`config.mk`:
```
export PLATFORM = sky130hd
export DESIGN_NAME = core_input_feeder
export DESIGN_NICKNAME = d
export VERILOG_FILES = /design/src/rtl/core_input_feeder_pkg.sv /design/src/rtl/core_input_feeder_job_assembler.sv /design/src/rtl/core_input_feeder.sv
export SDC_FILE = /design/constraint.sdc
export NUM_CORES = 1
export LEC_CHECK = 0
export BUFFER_PORTS_ARGS = -buffer_cell sky130_fd_sc_hd__buf_2
export CELL_PAD_IN_SITES_DETAIL_PLACEMENT = 0
export CELL_PAD_IN_SITES_GLOBAL_PLACEMENT = 1
export CORE_ASPECT_RATIO = 1.5
export CORE_UTILIZATION = 43
export CTS_CLUSTER_SIZE = 12
export DETAILED_ROUTE_END_ITERATION = 8
export GPL_TIMING_DRIVEN = 1
export PLACE_DENSITY = 0.79
export SYNTH_ARGS = -nofsm -noshare
export SYNTH_HDL_FRONTEND = slang
export SYNTH_SLANG_ARGS = --single-unit
```
`constraint.sdc`:
```
create_clock -name clk -period 2.4 [get_ports clk]
set_input_delay 0.12 -clock clk [delete_from_list [all_inputs] [get_ports clk]]
set_output_delay 0.12 -clock clk [all_outputs]
set_load 0.02 [all_outputs]
```
`src/rtl/core_input_feeder_pkg.sv`:
```
// Shared definitions for the core input feeder.
//   HashState  : 256-bit job midstate, field a in the most significant word
//   JOB_WORDS  : words per job (8 HashState words + w1, w2, w3)
//   HS_WORDS   : HashState words per job
//   word_idx_t : shadow slot index within a job
package core_input_feeder_pkg;

  localparam int unsigned JOB_WORDS = 11;
  localparam int unsigned HS_WORDS  = 8;

  typedef logic [3:0] word_idx_t;

  typedef struct packed {
    logic [31:0] a;
    logic [31:0] b;
    logic [31:0] c;
    logic [31:0] d;
    logic [31:0] e;
    logic [31:0] f;
    logic [31:0] g;
    logic [31:0] h;
  } HashState;

  localparam word_idx_t LAST_IDX = word_idx_t'(JOB_WORDS - 1);

endpackage

```
`src/rtl/core_input_feeder_job_assembler.sv`:
```
// Job assembler: collects the 11 words of a job into shadow slots and holds
// the completed job (pending) until the top-level issue logic takes it.
//   clk, rst_n       : clock, asynchronous active-low reset
//   in_valid_i       : upstream word valid
//   in_data_i        : upstream word (HashState a..h, then w1, w2, w3)
//   flush_i          : synchronous abort of a partial or pending job
//   issue_i          : the active registers take the shadow job this edge
//   in_ready_o       : a word can be accepted this cycle
//   pending_o        : a complete job waits in the shadow slots
//   shadow_hs_o      : shadow HashState (a in the top word)
//   shadow_w1/2/3_o  : shadow tail words
module job_assembler
  import core_input_feeder_pkg::*;
(
  input  logic         clk,
  input  logic         rst_n,
  input  logic         in_valid_i,
  input  logic [31:0]  in_data_i,
  input  logic         flush_i,
  input  logic         issue_i,
  output logic         in_ready_o,
  output logic         pending_o,
  output logic [255:0] shadow_hs_o,
  output logic [31:0]  shadow_w1_o,
  output logic [31:0]  shadow_w2_o,
  output logic [31:0]  shadow_w3_o
);

  word_idx_t   idx_q, idx_d;
  logic        pending_q, pending_d;
  logic [31:0] slot_q [JOB_WORDS];
  logic        accept;

  // No path from in_valid: ready depends only on registered state and flush.
  assign in_ready_o = !pending_q && !flush_i;
  assign accept     = in_valid_i && in_ready_o;
  assign pending_o  = pending_q;

  always_comb begin
    idx_d     = idx_q;
    pending_d = pending_q;
    if (flush_i) begin
      idx_d     = '0;
      pending_d = 1'b0;
    end else if (issue_i) begin
      pending_d = 1'b0;
    end else if (accept) begin
      if (idx_q == LAST_IDX) begin
        idx_d     = '0;
        pending_d = 1'b1;
      end else begin
        idx_d = idx_q + word_idx_t'(1);
      end
    end
  end

  always_ff @(posedge clk or negedge rst_n) begin
    if (!rst_n) begin
      idx_q     <= '0;
      pending_q <= 1'b0;
    end else begin
      idx_q     <= idx_d;
      pending_q <= pending_d;
    end
  end

  always_ff @(posedge clk or negedge rst_n) begin
    if (!rst_n) begin
      for (int unsigned i = 0; i < JOB_WORDS; i++) slot_q[i] <= '0;
    end else begin
      for (int unsigned i = 0; i < JOB_WORDS; i++) begin
        if (accept && (idx_q == word_idx_t'(i))) slot_q[i] <= in_data_i;
      end
    end
  end

  always_comb begin
    shadow_hs_o = '0;
    for (int unsigned i = 0; i < HS_WORDS; i++) begin
      shadow_hs_o[255 - 32*i -: 32] = slot_q[i];
    end
  end

  assign shadow_w1_o = slot_q[HS_WORDS];
  assign shadow_w2_o = slot_q[HS_WORDS + 1];
  assign shadow_w3_o = slot_q[HS_WORDS + 2];

endmodule

```
`src/rtl/core_input_feeder.sv`:
```
// Core input feeder: assembles jobs from the host loader, double-buffers
// them and issues each to the hashing cores with a one-cycle newblock pulse,
// keeping at least ISSUE_GAP cycles between pulses.
//   clk, rst_n          : clock, asynchronous active-low reset
//   in_valid/in_ready   : upstream word handshake
//   in_data             : job word (HashState a..h, then w1, w2, w3)
//   flush               : synchronous abort, stops driving the cores
//   valid, newblock     : core interface job live / first cycle of job
//   hashstate, w1..w3   : core interface job data
//   jobs_issued         : newblock pulses since reset, wrapping
module core_input_feeder
  import core_input_feeder_pkg::*;
#(
  parameter int unsigned ISSUE_GAP = 64,
  parameter int unsigned CNT_W     = 16
) (
  input  logic             clk,
  input  logic             rst_n,
  input  logic             in_valid,
  output logic             in_ready,
  input  logic [31:0]      in_data,
  input  logic             flush,
  output logic             valid,
  output logic             newblock,
  output logic [255:0]     hashstate,
  output logic [31:0]      w1,
  output logic [31:0]      w2,
  output logic [31:0]      w3,
  output logic [CNT_W-1:0] jobs_issued
);

  localparam int unsigned GAP_W = (ISSUE_GAP > 1) ? $clog2(ISSUE_GAP) : 1;
  localparam logic [GAP_W-1:0] GAP_RELOAD = GAP_W'(ISSUE_GAP - 1);

  logic             pending;
  logic [255:0]     shadow_hs;
  logic [31:0]      shadow_w1, shadow_w2, shadow_w3;
  logic             issue;

  logic [GAP_W-1:0] gap_q, gap_d;
  logic             valid_q, valid_d;
  logic             newblock_q, newblock_d;
  HashState         hs_q, hs_d;
  logic [31:0]      w1_q, w1_d, w2_q, w2_d, w3_q, w3_d;
  logic [CNT_W-1:0] jobs_q, jobs_d;

  job_assembler u_job_assembler (
    .clk         (clk),
    .rst_n       (rst_n),
    .in_valid_i  (in_valid),
    .in_data_i   (in_data),
    .flush_i     (flush),
    .issue_i     (issue),
    .in_ready_o  (in_ready),
    .pending_o   (pending),
    .shadow_hs_o (shadow_hs),
    .shadow_w1_o (shadow_w1),
    .shadow_w2_o (shadow_w2),
    .shadow_w3_o (shadow_w3)
  );

  assign issue = pending && (gap_q == '0) && !flush;

  always_comb begin
    gap_d      = gap_q;
    valid_d    = valid_q;
    newblock_d = 1'b0;
    hs_d       = hs_q;
    w1_d       = w1_q;
    w2_d       = w2_q;
    w3_d       = w3_q;
    jobs_d     = jobs_q;
    if (flush) begin
      // Data registers deliberately hold; only the live/timing state clears.
      gap_d   = '0;
      valid_d = 1'b0;
    end else if (issue) begin
      hs_d       = shadow_hs;
      w1_d       = shadow_w1;
      w2_d       = shadow_w2;
      w3_d       = shadow_w3;
      valid_d    = 1'b1;
      newblock_d = 1'b1;
      gap_d      = GAP_RELOAD;
      jobs_d     = jobs_q + CNT_W'(1);
    end else if (gap_q != '0) begin
      gap_d = gap_q - GAP_W'(1);
    end
  end

  always_ff @(posedge clk or negedge rst_n) begin
    if (!rst_n) begin
      gap_q      <= '0;
      valid_q    <= 1'b0;
      newblock_q <= 1'b0;
      hs_q       <= '0;
      w1_q       <= '0;
      w2_q       <= '0;
      w3_q       <= '0;
      jobs_q     <= '0;
    end else begin
      gap_q      <= gap_d;
      valid_q    <= valid_d;
      newblock_q <= newblock_d;
      hs_q       <= hs_d;
      w1_q       <= w1_d;
      w2_q       <= w2_d;
      w3_q       <= w3_d;
      jobs_q     <= jobs_d;
    end
  end

  assign valid       = valid_q;
  assign newblock    = newblock_q;
  assign hashstate   = hs_q;
  assign w1          = w1_q;
  assign w2          = w2_q;
  assign w3          = w3_q;
  assign jobs_issued = jobs_q;

endmodule

```
== After elaboration in Yosys (flattened, before gate mapping) ==
Index checks and enable logic that the tools add are counted.
Operators by class
  equality and inequality tests: 11
  add/sub/neg operators: 3
  multipliers: 0
  reduce and logical (&&, ||, !) cells: 28
  multiplexer cells: 15
  divide/modulo/power cells: 0
  bitwise gates (word level): 1
  shifts and indexed selects: 0
  magnitude comparators: 0
Operators by type and width (count)
  6-bit 2-to-1 mux: 3
  16-bit by 1-bit adder with 16-bit output, second input constant: 1
  4-bit by 3-bit equality test with 1-bit output, second input constant: 4
  4-bit 2-to-1 mux: 4
  1-bit logical AND: 15
  4-bit equality test, second input constant: 3
  3-bit nonzero test: 3
  4-bit by 2-bit equality test with 1-bit output, second input constant: 2
  1-bit 2-to-1 mux: 8
  6-bit logical NOT: 1
  2-bit AND reduction: 3
  6-bit nonzero test: 1
  6-bit by 1-bit subtractor with 6-bit output, second input constant: 1
  4-bit by 1-bit adder with 4-bit output, second input constant: 1
  4-bit by 1-bit equality test with 1-bit output, second input constant: 1
  4-bit logical NOT: 1
  2-bit nonzero test: 2
  1-bit logical NOT: 2
  2-bit inequality test, second input constant: 1
  1-bit NOT: 1
Word-level totals
  output and inout bits: 371
  RAM bits: 0
  latch bits: 0
  bits in read-only memories: 0
  word-level logic and storage cells: 86
  flip-flop bits (word level): 733
  input bits: 36
  memories kept: 0

== Depth between registers and ports, before layout ==
Gate-level depths: netlist (run 1).
  depth after elaboration: 6
  depth in mapped cells: 9
  mapped depth without buffers: 6

== Hierarchy ==
A second synthesis (run 1) with hierarchy kept.
Unflattened totals
  cell total of the unflattened synthesis: 2404
  area, all modules: 27786.6 sq um
By module, submodules not included
  core_input_feeder: times used 1, area each 14353.8 sq um, cells each 1587
  job_assembler: times used 1, area each 13432.9 sq um, cells each 817

== Least setup slack after synthesis (run 1) ==
Ideal clock, no wire load.
  path type: reg2reg
  from: reg gap_q[0]
  to: reg hs_q (netlist bit hashstate[169])
  setup time: 0.125 ns
  required time: 2.275 ns
  stages on the path, launching flop included: 9
  arrival time: 2.283 ns
  period minus slack after synthesis: 2.408 ns
  setup slack: -0.008 ns
  path buffers: 3
  cells stage by stage: dfrtp_1 > inv_1 > ha_1 > or4b_1 > clkbuf_1 > nor4b_4 > buf_2 > buf_4 > mux2_2
Between the ends
  cells in the longest elaborated chain, start to end: 4
RTL lines
  start, declared: line core_input_feeder.sv:40  | logic [GAP_W-1:0] gap_q, gap_d;
  start signal, assigned: line core_input_feeder.sv:102  | gap_q <= gap_d;
  6-bit logical NOT: line core_input_feeder.sv:62  | assign issue = pending && (gap_q == '0) && !flush;
  1-bit logical AND (2 in series): line core_input_feeder.sv:62
  2-bit AND reduction (no line)
  end signal, assigned: line core_input_feeder.sv:105  | hs_q <= hs_d;
  end, declared: line core_input_feeder.sv:43  | HashState hs_q, hs_d;
No other way between the ends.
A chain may end at the register's enable or synchronous reset.

== Final worst setup path (run 1) ==
  from: reg gap_q[1]
  to: reg hs_q (netlist bit hashstate[200])
Same word-level chain as after synthesis.

==> summary.txt, run 1 <==
Pwr
  • Share of total power in the clock network: between 40 and 50%
  • Share of total power in sequential cells: 52.5%
  • Power density normalized to cell area: ~750 nW/um^2
  • Sw Ratio: around 23%
  • Peak ir drop on the vdd network: 0.6606 mV
  • Cell leakage power: 18.14 nW
  • Power consumption: approximately 26 mW
  • Proportion of power drawn by combinational gates: about 6.9%
  • Net switching component of the power: 5.866 mW
  • Internal power component: 19.93 mW

Critical path
  • R2r worst-path depth: 8
  • Worst setup path endpoint: hashstate[200]$_DFFE_PN0P_
  • Category of the most critical setup path: reg -> reg
  • Arrival time of the worst setup path: approximately 3 ns
  • Logic depth of the worst path, buffers included: 8
  • Crit path max-delay family: simple AND/OR/NAND/NOR gates
  • Cell-by-cell listing of the critical path: inv_1, ha_2, or4b_4, nor4b_4, buf_4, clkbuf_16, buf_6, mux2_2
  • Crit Reg-Reg Startpoint: gap_q[1]$_DFFE_PN0P_
  • Setup slack on the worst flop-to-flop path: -0.09 ns
  • Delay of the slowest critical-path stage: about 0.48 ns
  • Max FO, Critical Path: 12
  • Data required, critical path: approximately 2.9 ns
  • Setup crit end kind: flop
  • Worst path buffer plus inverter count: 4
  • Max stage delay cell, worst path: or4b_4
  • Startpoint type of the worst setup path: flop
  • Startpoint of the most critical setup path: gap_q[1]$_DFFE_PN0P_
  • Destination of the worst register-to-register timing path: hashstate[200]$_DFFE_PN0P_

Outcome
  • Violations in the final reports: negative setup slack
  • Result of the run: finished, violations left

CTS
  • CTS tree: yes
  • Number of buffers on the longest clock path: 3
  • Clk Latency, worst-skew pair: around 0.63 ns
  • Clock slew seen by the registers of the worst setup and hold paths: 0.06 ns
  • H-Tree Depth: 3
  • Clock root cell: clkbuf_16
  • Sinks on the clock net: around 730
  • TritonCTS buffer count: 73

Yosys
  • Number of enable flip-flop cells after synthesis: 0
  • Synth Area in Adders: less than 1%
  • Share of synthesized area occupied by flip-flops and latches: around 67%
  • Number of distinct library cells after synthesis: 37
  • Synthesized net count: 1697
  • Post-Syn Instances: 1659
  • Combinational family with the most area after synthesis: multiplexers
  • Netlist area before placement: 27550 um^2
  • Post-synth top flop: dfrtp_1
  • Xor and xnor fraction of the mapped netlist area: less than 1%
  • Count of synthesis-stage warnings from yosys: 0
  • Area fraction in and, or, nand and nor cells after synthesis: roughly 1.5%
  • Yosys top cell by area: dfrtp_1
  • Portion of synthesized cell area occupied by the leading cell type: between 60% and 70%
  • Flops & latches, synth: about 730
  • Area contributors post-synth: dfrtp_1, mux2_2, buf_4
  • Fraction of the mapped netlist area in compound gates: 0.3542%
  • Fraction of synthesized area in multiplexers: roughly 29%
  • Share of synthesized registers carrying an async set or reset: 100.0%
  • Synthesized area per cell: about 17 um^2

Floorplan
  • Total I/O pin count: approximately 410
  • Die footprint: between 60000 and 70000 um^2
  • Die width: 208.7 um
  • Floorplan Core Area: 63340 um^2
  • Site row count: roughly 110
  • Die Y-Extent: 312.0 um
  • Initial standard-cell utilization of the core: between 40% and 50%

Final layout
  • Layout-stage area growth over the synthesis result: 24.76%
  • Share of cells above drive strength 1: roughly three fifths
  • Most frequent standard cell in the layout excluding fill and tap cells: dfrtp_1
  • Number of nets in the finished design: between 2000 and 2500
  • Filler-free cell count of the finished design: approximately 3000
  • Highest-count cells in the layout ignoring fill and taps: dfrtp_1, mux2_2, buf_2

STA
  • Final Hold Slack: between 0.02 and 0.025 ns
  • Clock Skews: about 0.019 ns
  • Final WS setup: -0.09424 ns
  • Setup repair after global routing missed its margin: true
  • Post-layout minimum cycle time: 2.494 ns
  • Number of hold-slack violations in the final timing report: 0
  • Slew at the pin with the worst max-slew slack: around 0.66 ns
  • Slew margin rel.: 56.13%
  • Setup Viol. Count Final: 260
  • Share of the clock period used by the worst path after layout: 103.9%
  • Max-slew violation count: 0
  • Achievable frequency: between 400 and 500 MHz

Placement
  • # port buffers: between 400 and 500
  • Number of placed cells counting well taps: between 2000 and 3000
  • HPWL after detailed placement: between 40000 and 50000 um
  • Placement Setup Slack: -0.1403 ns
  • Routability congestion estimate: between 0.8 and 0.9

Route
  • Total wire length after detailed routing: slightly above 70000 um
  • Number of routed nets with antenna violations: 0
  • Iteration-0 DRC count of the detailed router: 927
  • Number of vias per cell: around 5.3
  • Vias: 15860
  • Drt pass-1 iters: 5
  • Remaining design rule violation count: 0
  • Wire per inst: approximately 24 um

Global route
  • Antenna violations before repair: 1
  • First-pass GRT wire length: ~110000 um
  • Largest net degree at the start of global routing: 81
  • Via count of the first global-routing pass: 17185
  • Overflow left after global routing: 0
  • Global Route Usage Sum: roughly 22%

Flow run
  • Number of maximum-capacitance violations: 0

Hold path
  • Worst Hold Class: in -> reg
  • Depth of the worst hold-timing path: 2
## synth_stat cells (all sizes together), types with 2 or more instances
master and number:
nor4b 2, nor2b 4, a21oi 8, nor3 4, o21bai 2, and4 3
ha 2, xor2 7, nor3b 2, nand4 2, and3 3, inv 2
nand2 9, mux2 705, nor4 4, nand3 10, o21ai 4, xnor2 11
buf 63, nor2 9, nand2b 7, a211oi 3, dfrtp 733, or3 2
clkbuf 51
## state kept, by name, summed over array words and instances, names as in the netlist
signal and flops:
u_job_assembler.idx_q 4, u_job_assembler.shadow_hs_o 256, u_job_assembler.pending_o 1, hashstate 256, w1 32, u_job_assembler.shadow_w2_o 32, u_job_assembler.shadow_w3_o 32, jobs_issued 16
gap_q 6, w2 32, w3 32, valid 1, u_job_assembler.shadow_w1_o 32, newblock 1
## worst reg2reg max path: cells and delay by family, from the launching register on
| kind | cells | cell delay (ns) |
|---|---|---|
| muxes | 1 | 0.36 |
| buffers and inverters | 4 | 0.65 |
| and+or+nand+nor | 2 | 0.81 |
| adders and majority gates | 1 | 0.17 |
| DFF | 1 | 0.38 |
## power by group through the flow
stage	registers (mW)	clock network (mW)	logic, mW
detailed placement	13.8	0	1.74
global placement	13.7	0	1.65
CTS	13.5	10.8	1.79
floorplan	13.6	0	0.983
global route	13.6	11.3	1.96
finish	13.6	10.5	1.78
## how the worst min path moves through the flow
stage                     start                                            to  slack (ns)
floorplan                 rst_n                          gap_q[0]$_DFFE_PN0P_       -0.18
global placement          rst_n                    hashstate[229]$_DFFE_PN0P_        0.17
detailed placement        rst_n                    hashstate[229]$_DFFE_PN0P_        0.18
CTS                 in_data[14]   u_job_assembler.shadow_w2_o[14]$_DFFE_PN0P_       0.002
global route        in_data[14]   u_job_assembler.shadow_hs_o[46]$_DFFE_PN0P_        0.02
finish              in_data[14]  u_job_assembler.shadow_hs_o[110]$_DFFE_PN0P_        0.02
## per-layer routing
metal	track usage [%]	wire length, um	up-vias
li1	-	-	6850
met3	3.788	2908	113
met5	0	0	-
met2	37.34	36890	408
met1	27.07	29180	8489
met4	9.626	2492	0
## through the flow
step	TNS (ns)	util, %	area, um^2
2_1_floorplan	-0.4496	-	27550
3_3_place_gp	-32.04	49.18	31150
3_5_place_dp	-24.67	49.18	31150
4_1_cts	-17.66	53.13	33650
5_1_grt	-30.12	54.26	34370
6_report	-7.866	54.27	34370
## kinds of logic after synthesis
family | after synthesis
and+or+nand+nor | 68
DFF | 733
xor gates and xnor gates | 18
muxes | 705
adders and majority gates | 2
buffers and inverters | 116
AOI/OAI and AO/OA | 17
## what timing repair did
action | in CTS | in global routing
setup endpoints to repair | 334 | 350
endpoints found under the hold margin | 486 | 0
cloned | 1 | 11
pin swaps | 1 | 1
hold buffers | 26 | 0
buffers inserted | 5 | 7
gates resized for setup | 16 | 113
## area by class of cell
| cell class | instances | area (um^2) |
|---|---|---|
| Antenna cell | 1 | 2.502 |
| Timing Repair Buffer | 556 | 3886 |
| Inverter | 2 | 7.507 |
| Clock inverter | 8 | 116.4 |
| Fill cell | 5158 | 28970 |
| Clock buffer | 93 | 1994 |
| Sequential cell | 733 | 18340 |
| Tap cell | 805 | 1007 |
| Multi-Input combinational cell | 810 | 9016 |
No activity file was read; power rests on OpenSTA's default activity.
==> run 2: changes to the inputs <==
--- a/config.mk
+++ b/config.mk
@@ -14,6 +14,7 @@
 export DETAILED_ROUTE_END_ITERATION = 8
 export GPL_TIMING_DRIVEN = 1
 export PLACE_DENSITY = 0.79
+export SKIP_LAST_GASP = 1
 export SYNTH_ARGS = -nofsm -noshare
 export SYNTH_HDL_FRONTEND = slang
 export SYNTH_SLANG_ARGS = --single-unit
==> summary.txt, run 2 (synthesis results as in run 1) <==
Outcome
  • Result of the run: finished, violations left
  • Violations in the final reports: negative setup slack

Placement
  • Routability congestion estimate: 0.8209 (unchanged)
  • # port buffers: 406 (unchanged)
  • Number of placed cells counting well taps: 2857 (unchanged)
  • HPWL after detailed placement: 46920 um (unchanged)
  • Placement Setup Slack: -0.1403 ns (unchanged)

Final layout
  • Number of nets in the finished design: 2221 (+0.32%)
  • Share of cells above drive strength 1: 60.75% (+0.12 points)
  • Highest-count cells in the layout ignoring fill and taps: dfrtp_1, mux2_2, buf_2
  • Final core area utilization: 54.95% (+0.68 points)
  • Area taken by multi-input logic gates: 9234 um^2 (+2.4%)
  • Diodes inserted: 0 (-1)
  • Filler-free cell count of the finished design: 3014 (+0.20%)
  • Most frequent standard cell in the layout excluding fill and tap cells: dfrtp_1
  • Reg area: 18340 um^2 (unchanged)
  • Layout-stage area growth over the synthesis result: 26.32%
  • Fill cell count: 5110 (-0.93%)

STA
  • Final WS setup: -0.1113 ns (-0.01708 ns)
  • Setup repair after global routing missed its margin: true
  • Share of the clock period used by the worst path after layout: 104.6% (+0.71 points)
  • Post-layout minimum cycle time: 2.511 ns (+0.01708 ns)
  • Slew at the pin with the worst max-slew slack: 0.6559 ns (-0.002173 ns)
  • Clock Skews: 0.01867 ns (-0.00006510 ns)
  • Setup Viol. Count Final: 321 (+23%)
  • Number of hold-slack violations in the final timing report: 0 (unchanged)
  • Achievable frequency: 398.2 MHz (-0.68%)
  • Max-slew violation count: 0 (unchanged)
  • Final Hold Slack: 0.02562 ns (+0.001209 ns)
  • Slew margin rel.: 56.27% (+0.14 points)

Route
  • Wire per inst: 23.85 um (+0.39%)
  • Vias: 15878 (+0.11%)
  • Iteration-0 DRC count of the detailed router: 832 (-10%)
  • Remaining design rule violation count: 0 (unchanged)
  • Number of routed nets with antenna violations: 0 (unchanged)
  • Total wire length after detailed routing: 71900 um (+0.59%)
  • Drt pass-1 iters: 4 (-1)
  • Number of vias per cell: 5.268 (about the same)

Global route
  • Global Route Usage Sum: 21.80% (about the same)
  • Largest net degree at the start of global routing: 81 (unchanged)
  • Overflow left after global routing: 0 (unchanged)
  • Via count of the first global-routing pass: 17185 (unchanged)
  • First-pass GRT wire length: 107100 um (about the same)
  • Antenna violations before repair: 1 (unchanged)

CTS
  • Number of buffers on the longest clock path: 3 (unchanged)
  • Clock root cell: clkbuf_16
  • Sinks on the clock net: 733 (unchanged)
  • Clk Latency, worst-skew pair: 0.63 ns (about the same)
  • TritonCTS buffer count: 73 (unchanged)
  • Clock slew seen by the registers of the worst setup and hold paths: 0.06 ns (about the same)
  • H-Tree Depth: 3 (unchanged)
  • CTS tree: yes

Floorplan
  • Die width: 208.7 um (unchanged)
  • Floorplan Core Area: 63340 um^2 (unchanged)
  • Total I/O pin count: 407 (unchanged)
  • Site row count: 113 (unchanged)
  • Initial standard-cell utilization of the core: 43.50% (unchanged)
  • Die Y-Extent: 312.0 um (unchanged)
  • Die footprint: 65110 um^2 (unchanged)

Hold path
  • Worst Hold Class: in -> reg

Pwr
  • Peak ir drop on the vdd network: 0.6544 mV (-0.94%)
  • Power consumption: 25.82 mW (about the same)
  • Cell leakage power: 18.28 nW (+0.76%)
  • Power density normalized to cell area: 741.8 nW/um^2 (-1.2%)

Critical path
  • Startpoint type of the worst setup path: flop
  • Max stage delay cell, worst path: or4b_4
  • Max FO, Critical Path: 8 (-4)
  • Delay of the slowest critical-path stage: 0.48 ns (about the same)
  • Arrival time of the worst setup path: 3.02 ns (+0.02 ns)
  • Data required, critical path: 2.90 ns (about the same)
  • Category of the most critical setup path: reg -> reg
  • Setup crit end kind: flop
  • Cell-by-cell listing of the critical path: inv_1, ha_2, or4b_4, nor4b_4, buf_6, buf_12, clkbuf_16, mux2_4

Flow run
  • Number of maximum-capacitance violations: 0 (unchanged)
==> run 2: cell types whose count changed in the layout (fill, tap and decap cells not counted) <==
cell and change:
buf_4 -5, mux2_4 +58, buf_8 +14, buf_6 -6, diode_2 -1, mux2_2 -58
clkbuf_16 +6, buf_12 -2
==> run 2: final cells by class <==
class	instances	area share (%)
timing repair buffer	563	11.78
clock inverter	8	0.3343
clock buffer	93	5.731
sequential	733	52.70
tap	805	2.894
multi-input combinational	810	26.53
inverter	2	0.02157
==> run 2: critical path, delay by kind of cell, from the launching register on <==
family        cells  cell delay (ns)
flops             1             0.38
fa+ha+maj         1             0.17
buf+inv           4             0.72
simple gates      2             0.79
mux               1             0.30
==> run 2: worst paths after layout <==
check | start | end | slack [ns] | cells after the start
min reg2reg | jobs_issued[15]$_DFFE_PN0P_ | jobs_issued[15]$_DFFE_PN0P_ | 0.47 | 1
max | gap_q[1]$_DFFE_PN0P_ | hashstate[87]$_DFFE_PN0P_ | -0.11 | 8
max in group asynchronous | rst_n | u_job_assembler.shadow_hs_o[57]$_DFFE_PN0P_ | 1.37 | 4
min in group asynchronous | rst_n | hashstate[229]$_DFFE_PN0P_ | 0.10 | 2
min | in_data[14] | u_job_assembler.shadow_w2_o[14]$_DFFE_PN0P_ | 0.03 | 2
max reg2reg | gap_q[1]$_DFFE_PN0P_ | hashstate[87]$_DFFE_PN0P_ | -0.11 | 8
==> run 2: repair_timing <==
action	in CTS	in global routing
setup endpoints to repair	334	350
hold buffers	26	0
hold endpoints to repair	486	0
gates resized for setup	13	194
setup buffers	5	9
pin swaps	1	1
cloned	1	15
==> run 2: per-stage QoR <==
| stage | area (um^2) | TNS, ns |
|---|---|---|
| 2_1_floorplan | 27550 | -0.4496 |
| 3_3_place_gp | 31150 | -32.04 |
| 3_5_place_dp | 31150 | -24.67 |
| 4_1_cts | 33640 | -17.88 |
| 5_1_grt | 34800 | -32.13 |
| 6_report | 34800 | -13.89 |
==> run 2: metal layers <==
layer  share of wire [%]  track usage [%]
met3                 4.0            3.788
met1                  41            27.06
met2                  51            37.34
met5                   0                0
met4                 3.9            9.626
==> run 2: power by group <==
group | switching (mW) | internal (mW)
Sequential | 0.430 | 13.1
Clock | 4.57 | 5.91
Combinational | 0.880 | 0.902
==> run 3: changes to the inputs <==
--- a/config.mk
+++ b/config.mk
@@ -5,12 +5,13 @@
 export SDC_FILE = /design/constraint.sdc
 export NUM_CORES = 1
 export LEC_CHECK = 0
+export ABC_AREA = 1
 export BUFFER_PORTS_ARGS = -buffer_cell sky130_fd_sc_hd__buf_2
 export CELL_PAD_IN_SITES_DETAIL_PLACEMENT = 0
 export CELL_PAD_IN_SITES_GLOBAL_PLACEMENT = 1
 export CORE_ASPECT_RATIO = 1.5
-export CORE_UTILIZATION = 43
-export CTS_CLUSTER_SIZE = 12
+export CORE_UTILIZATION = 39
+export CTS_CLUSTER_SIZE = 24
 export DETAILED_ROUTE_END_ITERATION = 8
 export GPL_TIMING_DRIVEN = 1
 export PLACE_DENSITY = 0.79
==> summary.txt, run 3 <==
Floorplan
  • Die width: 218.3 um (+4.6%)
  • Total I/O pin count: 407 (unchanged)
  • Site row count: 118 (+4.4%)
  • Die Y-Extent: 326.4 um (+4.6%)
  • Initial standard-cell utilization of the core: 39.53% (-4.0 points)
  • Die footprint: 71260 um^2 (+9.4%)
  • Floorplan Core Area: 69240 um^2 (+9.3%)

Yosys
  • Number of enable flip-flop cells after synthesis: 0 (unchanged)
  • Post-Syn Instances: 2908 (+75%)
  • Synthesized area per cell: 9.412 um^2 (-43%)
  • Synthesized net count: 2946 (+74%)
  • Yosys top cell by area: dfrtp_1
  • Portion of synthesized cell area occupied by the leading cell type: 67.02% (+0.44 points)
  • Flops & latches, synth: 733 (unchanged)
  • Most frequent cells after synthesis: nand2_1, dfrtp_1, o21ai_0
  • Netlist area before placement: 27370 um^2 (-0.66%)
  • Post-synth top flop: dfrtp_1
  • Share of synthesized area occupied by flip-flops and latches: 67.02% (+0.44 points)
  • Number of distinct library cells after synthesis: 31 (-16%)
  • Most instantiated library cell after synthesis: nand2_1
  • Share of synthesized registers carrying an async set or reset: 100.0% (unchanged)
  • Count of synthesis-stage warnings from yosys: 0 (unchanged)
  • Area contributors post-synth: dfrtp_1, nand2_1, o21ai_0

STA
  • Slew at the pin with the worst max-slew slack: 0.9014 ns (+0.2455 ns)
  • Clock Skews: 0.02183 ns (+0.003161 ns)
  • TNS Setup: 0 ns (+13.89 ns)
  • Setup Viol. Count Final: 0 (-100%)
  • Achievable frequency: 467.3 MHz (+17%)
  • Post-layout minimum cycle time: 2.140 ns (-0.3715 ns)
  • Slew margin rel.: 39.84% (-16 points)
  • Max-slew violation count: 0 (unchanged)
  • Setup repair after global routing missed its margin: false
  • Share of the clock period used by the worst path after layout: 89.16% (-15 points)
  • Number of hold-slack violations in the final timing report: 0 (unchanged)

Global route
  • Overflow left after global routing: 0 (unchanged)
  • Antenna violations before repair: 2 (+1)
  • Global Route Usage Sum: 22.79% (+0.99 points)
  • First-pass GRT wire length: 122200 um (+14%)
  • Largest net degree at the start of global routing: 129 (+59%)
  • Via count of the first global-routing pass: 19920 (+16%)

Placement
  • Routability congestion estimate: 0.8212 (about the same)
  • HPWL after detailed placement: 51080 um (+8.9%)
  • # port buffers: 406 (unchanged)

Final layout
  • Highest-count cells in the layout ignoring fill and taps: nand2_1, dfrtp_1, buf_2
  • Most frequent standard cell in the layout excluding fill and tap cells: nand2_1
  • Share of cells above drive strength 1: 18.33% (-42 points)
  • Area taken by multi-input logic gates: 7990 um^2 (-13%)
  • Number of nets in the finished design: 3306 (+49%)
  • Fill cell count: 6665 (+30%)
  • Reg area: 18340 um^2 (unchanged)
  • Layout-stage area growth over the synthesis result: 21.02%
  • Diodes inserted: 0 (unchanged)

Pwr
  • Power consumption: 27.76 mW (+7.5%)
  • Peak ir drop on the vdd network: 0.4863 mV (-26%)
  • Cell leakage power: 18.44 nW (+0.88%)
  • Power density normalized to cell area: 838.0 nW/um^2 (+13%)

Route
  • Remaining design rule violation count: 0 (unchanged)
  • Iteration-0 DRC count of the detailed router: 1644 (+98%)
  • Number of routed nets with antenna violations: 0 (unchanged)
  • Total wire length after detailed routing: 79940 um (+11%)
  • Drt pass-1 iters: 5 (+1)
  • Number of vias per cell: 4.815 (-8.6%)
  • Wire per inst: 18.93 um (-21%)
  • Vias: 20331 (+28%)

Critical path
  • Category of the most critical setup path: reg -> reg
  • Startpoint type of the worst setup path: flop
  • Setup crit end kind: flop
  • Max FO, Critical Path: 55 (+47)
  • Arrival time of the worst setup path: 2.70 ns (-0.32 ns)
  • Data required, critical path: 2.96 ns (+0.06 ns)

CTS
  • TritonCTS buffer count: 71 (-2.7%)
  • Clk Latency, worst-skew pair: 0.61 ns (-0.02 ns)
  • Sinks on the clock net: 733 (unchanged)
  • Number of buffers on the longest clock path: 3 (unchanged)
  • H-Tree Depth: 3 (unchanged)
  • Post-cts gate resize count: 0 (-13)
  • Clock slew seen by the registers of the worst setup and hold paths: 0.06 ns (about the same)
  • CTS tree: yes
  • Clock root cell: clkbuf_16

Flow run
  • Number of maximum-capacitance violations: 0 (unchanged)

Hold path
  • Worst Hold Class: in -> reg

Outcome
  • Result of the run: completed
-- run 3: cell count changes after synthesis, sizes merged, moves of 7 or more --
cell,previous run,this run
xnor2,11,4
buf,63,84
nand2b,7,0
mux2,705,0
nand4,2,10
a21oi,8,1
inv,2,61
nor2,9,36
o21ai,4,371
clkbuf,51,97
nand2,9,1485
-- run 3: repair_timing --
action	CTS	global route
buffers inserted	0	0
endpoints found under the hold margin	87	0
hold buffers	2	0
endpoints found under the setup margin	0	0
-- run 3: kinds of logic (layout without fill, tap and decap cells) --
family          Yosys count  in the layout  share of synthesized area [%]
simple gates           1546           1546                          21.88
flops                   733            733                          67.02
compound gates          374            374                          6.857
buf+inv                 242            656                          3.794
xor+xnor                 11             11                         0.3520
fa+ha+maj                 2              2                        0.09142
-- run 3: layout make-up --
cell class              count  share of cell area, %
repair buffers            468                  8.681
flip-flops and latches    733                  55.38
multi-input cells        1933                  24.12
clock buffers              93                  6.169
inverters                  61                 0.7442
well taps                 900                  3.400
clock inverters            34                  1.507
-- run 3: stage by stage --
stage | hold WS (ns) | instances | worst slack [ns] | cell area, um^2 | util, %
5_1_grt | 0.02984 | 4222 | 0.05317 | 33120 | 47.84
4_1_cts | 0.007548 | 4222 | 0.2535 | 33120 | 47.84
2_1_floorplan | -0.1756 | 2908 | 0.7197 | 27370 | -
3_3_place_gp | 0.2079 | 4093 | 0.3140 | 30560 | 44.13
6_report | 0.04210 | 4222 | 0.2602 | 33120 | 47.84
3_5_place_dp | 0.2163 | 4093 | 0.2819 | 30560 | 44.13
-- run 3: critical path, cell delays in order, from the launching register on --
cell and delay [ns]:
dfrtp_1 0.37, inv_1 0.11, ha_1 0.18, nand2_2 0.08, nor2_4 0.12, nand3_2 0.11
nor2_4 0.24, buf_12 0.32, buf_4 0.32, nand2_1 0.09, nand2_1 0.07
-- run 3: worst paths after layout --
check	startpoint	endpoint	slack [ns]	cells past startpoint
setup / recovery	gap_q[0]$_DFFE_PN0P_	hashstate[145]$_DFFE_PN0P_	0.26	10
hold / removal	in_data[20]	u_job_assembler.shadow_w3_o[20]$_DFFE_PN0P_	0.04	4
setup reg to reg	gap_q[0]$_DFFE_PN0P_	hashstate[145]$_DFFE_PN0P_	0.26	10
hold reg to reg	hashstate[2]$_DFFE_PN0P_	hashstate[2]$_DFFE_PN0P_	0.46	2
max in group asynchronous	rst_n	w1[9]$_DFFE_PN0P_	1.40	3
min in group asynchronous	rst_n	w3[29]$_DFFE_PN0P_	0.15	2
-- run 3: routing by layer --
layer | global-route usage, % | share of wire, % | up-vias
met5 | 0 | 0 | -
met4 | 8.665 | 3.3 | 0
met3 | 3.101 | 4.3 | 126
met2 | 39.27 | 51 | 504
met1 | 28.93 | 42 | 9928
li1 | - | - | 9773
-- run 3: power by group --
group | switching (mW) | internal, mW | total (mW)
combinational | 1.13 | 0.598 | 1.73
clock | 4.83 | 7.32 | 12.1
sequential | 0.568 | 13.3 | 13.9
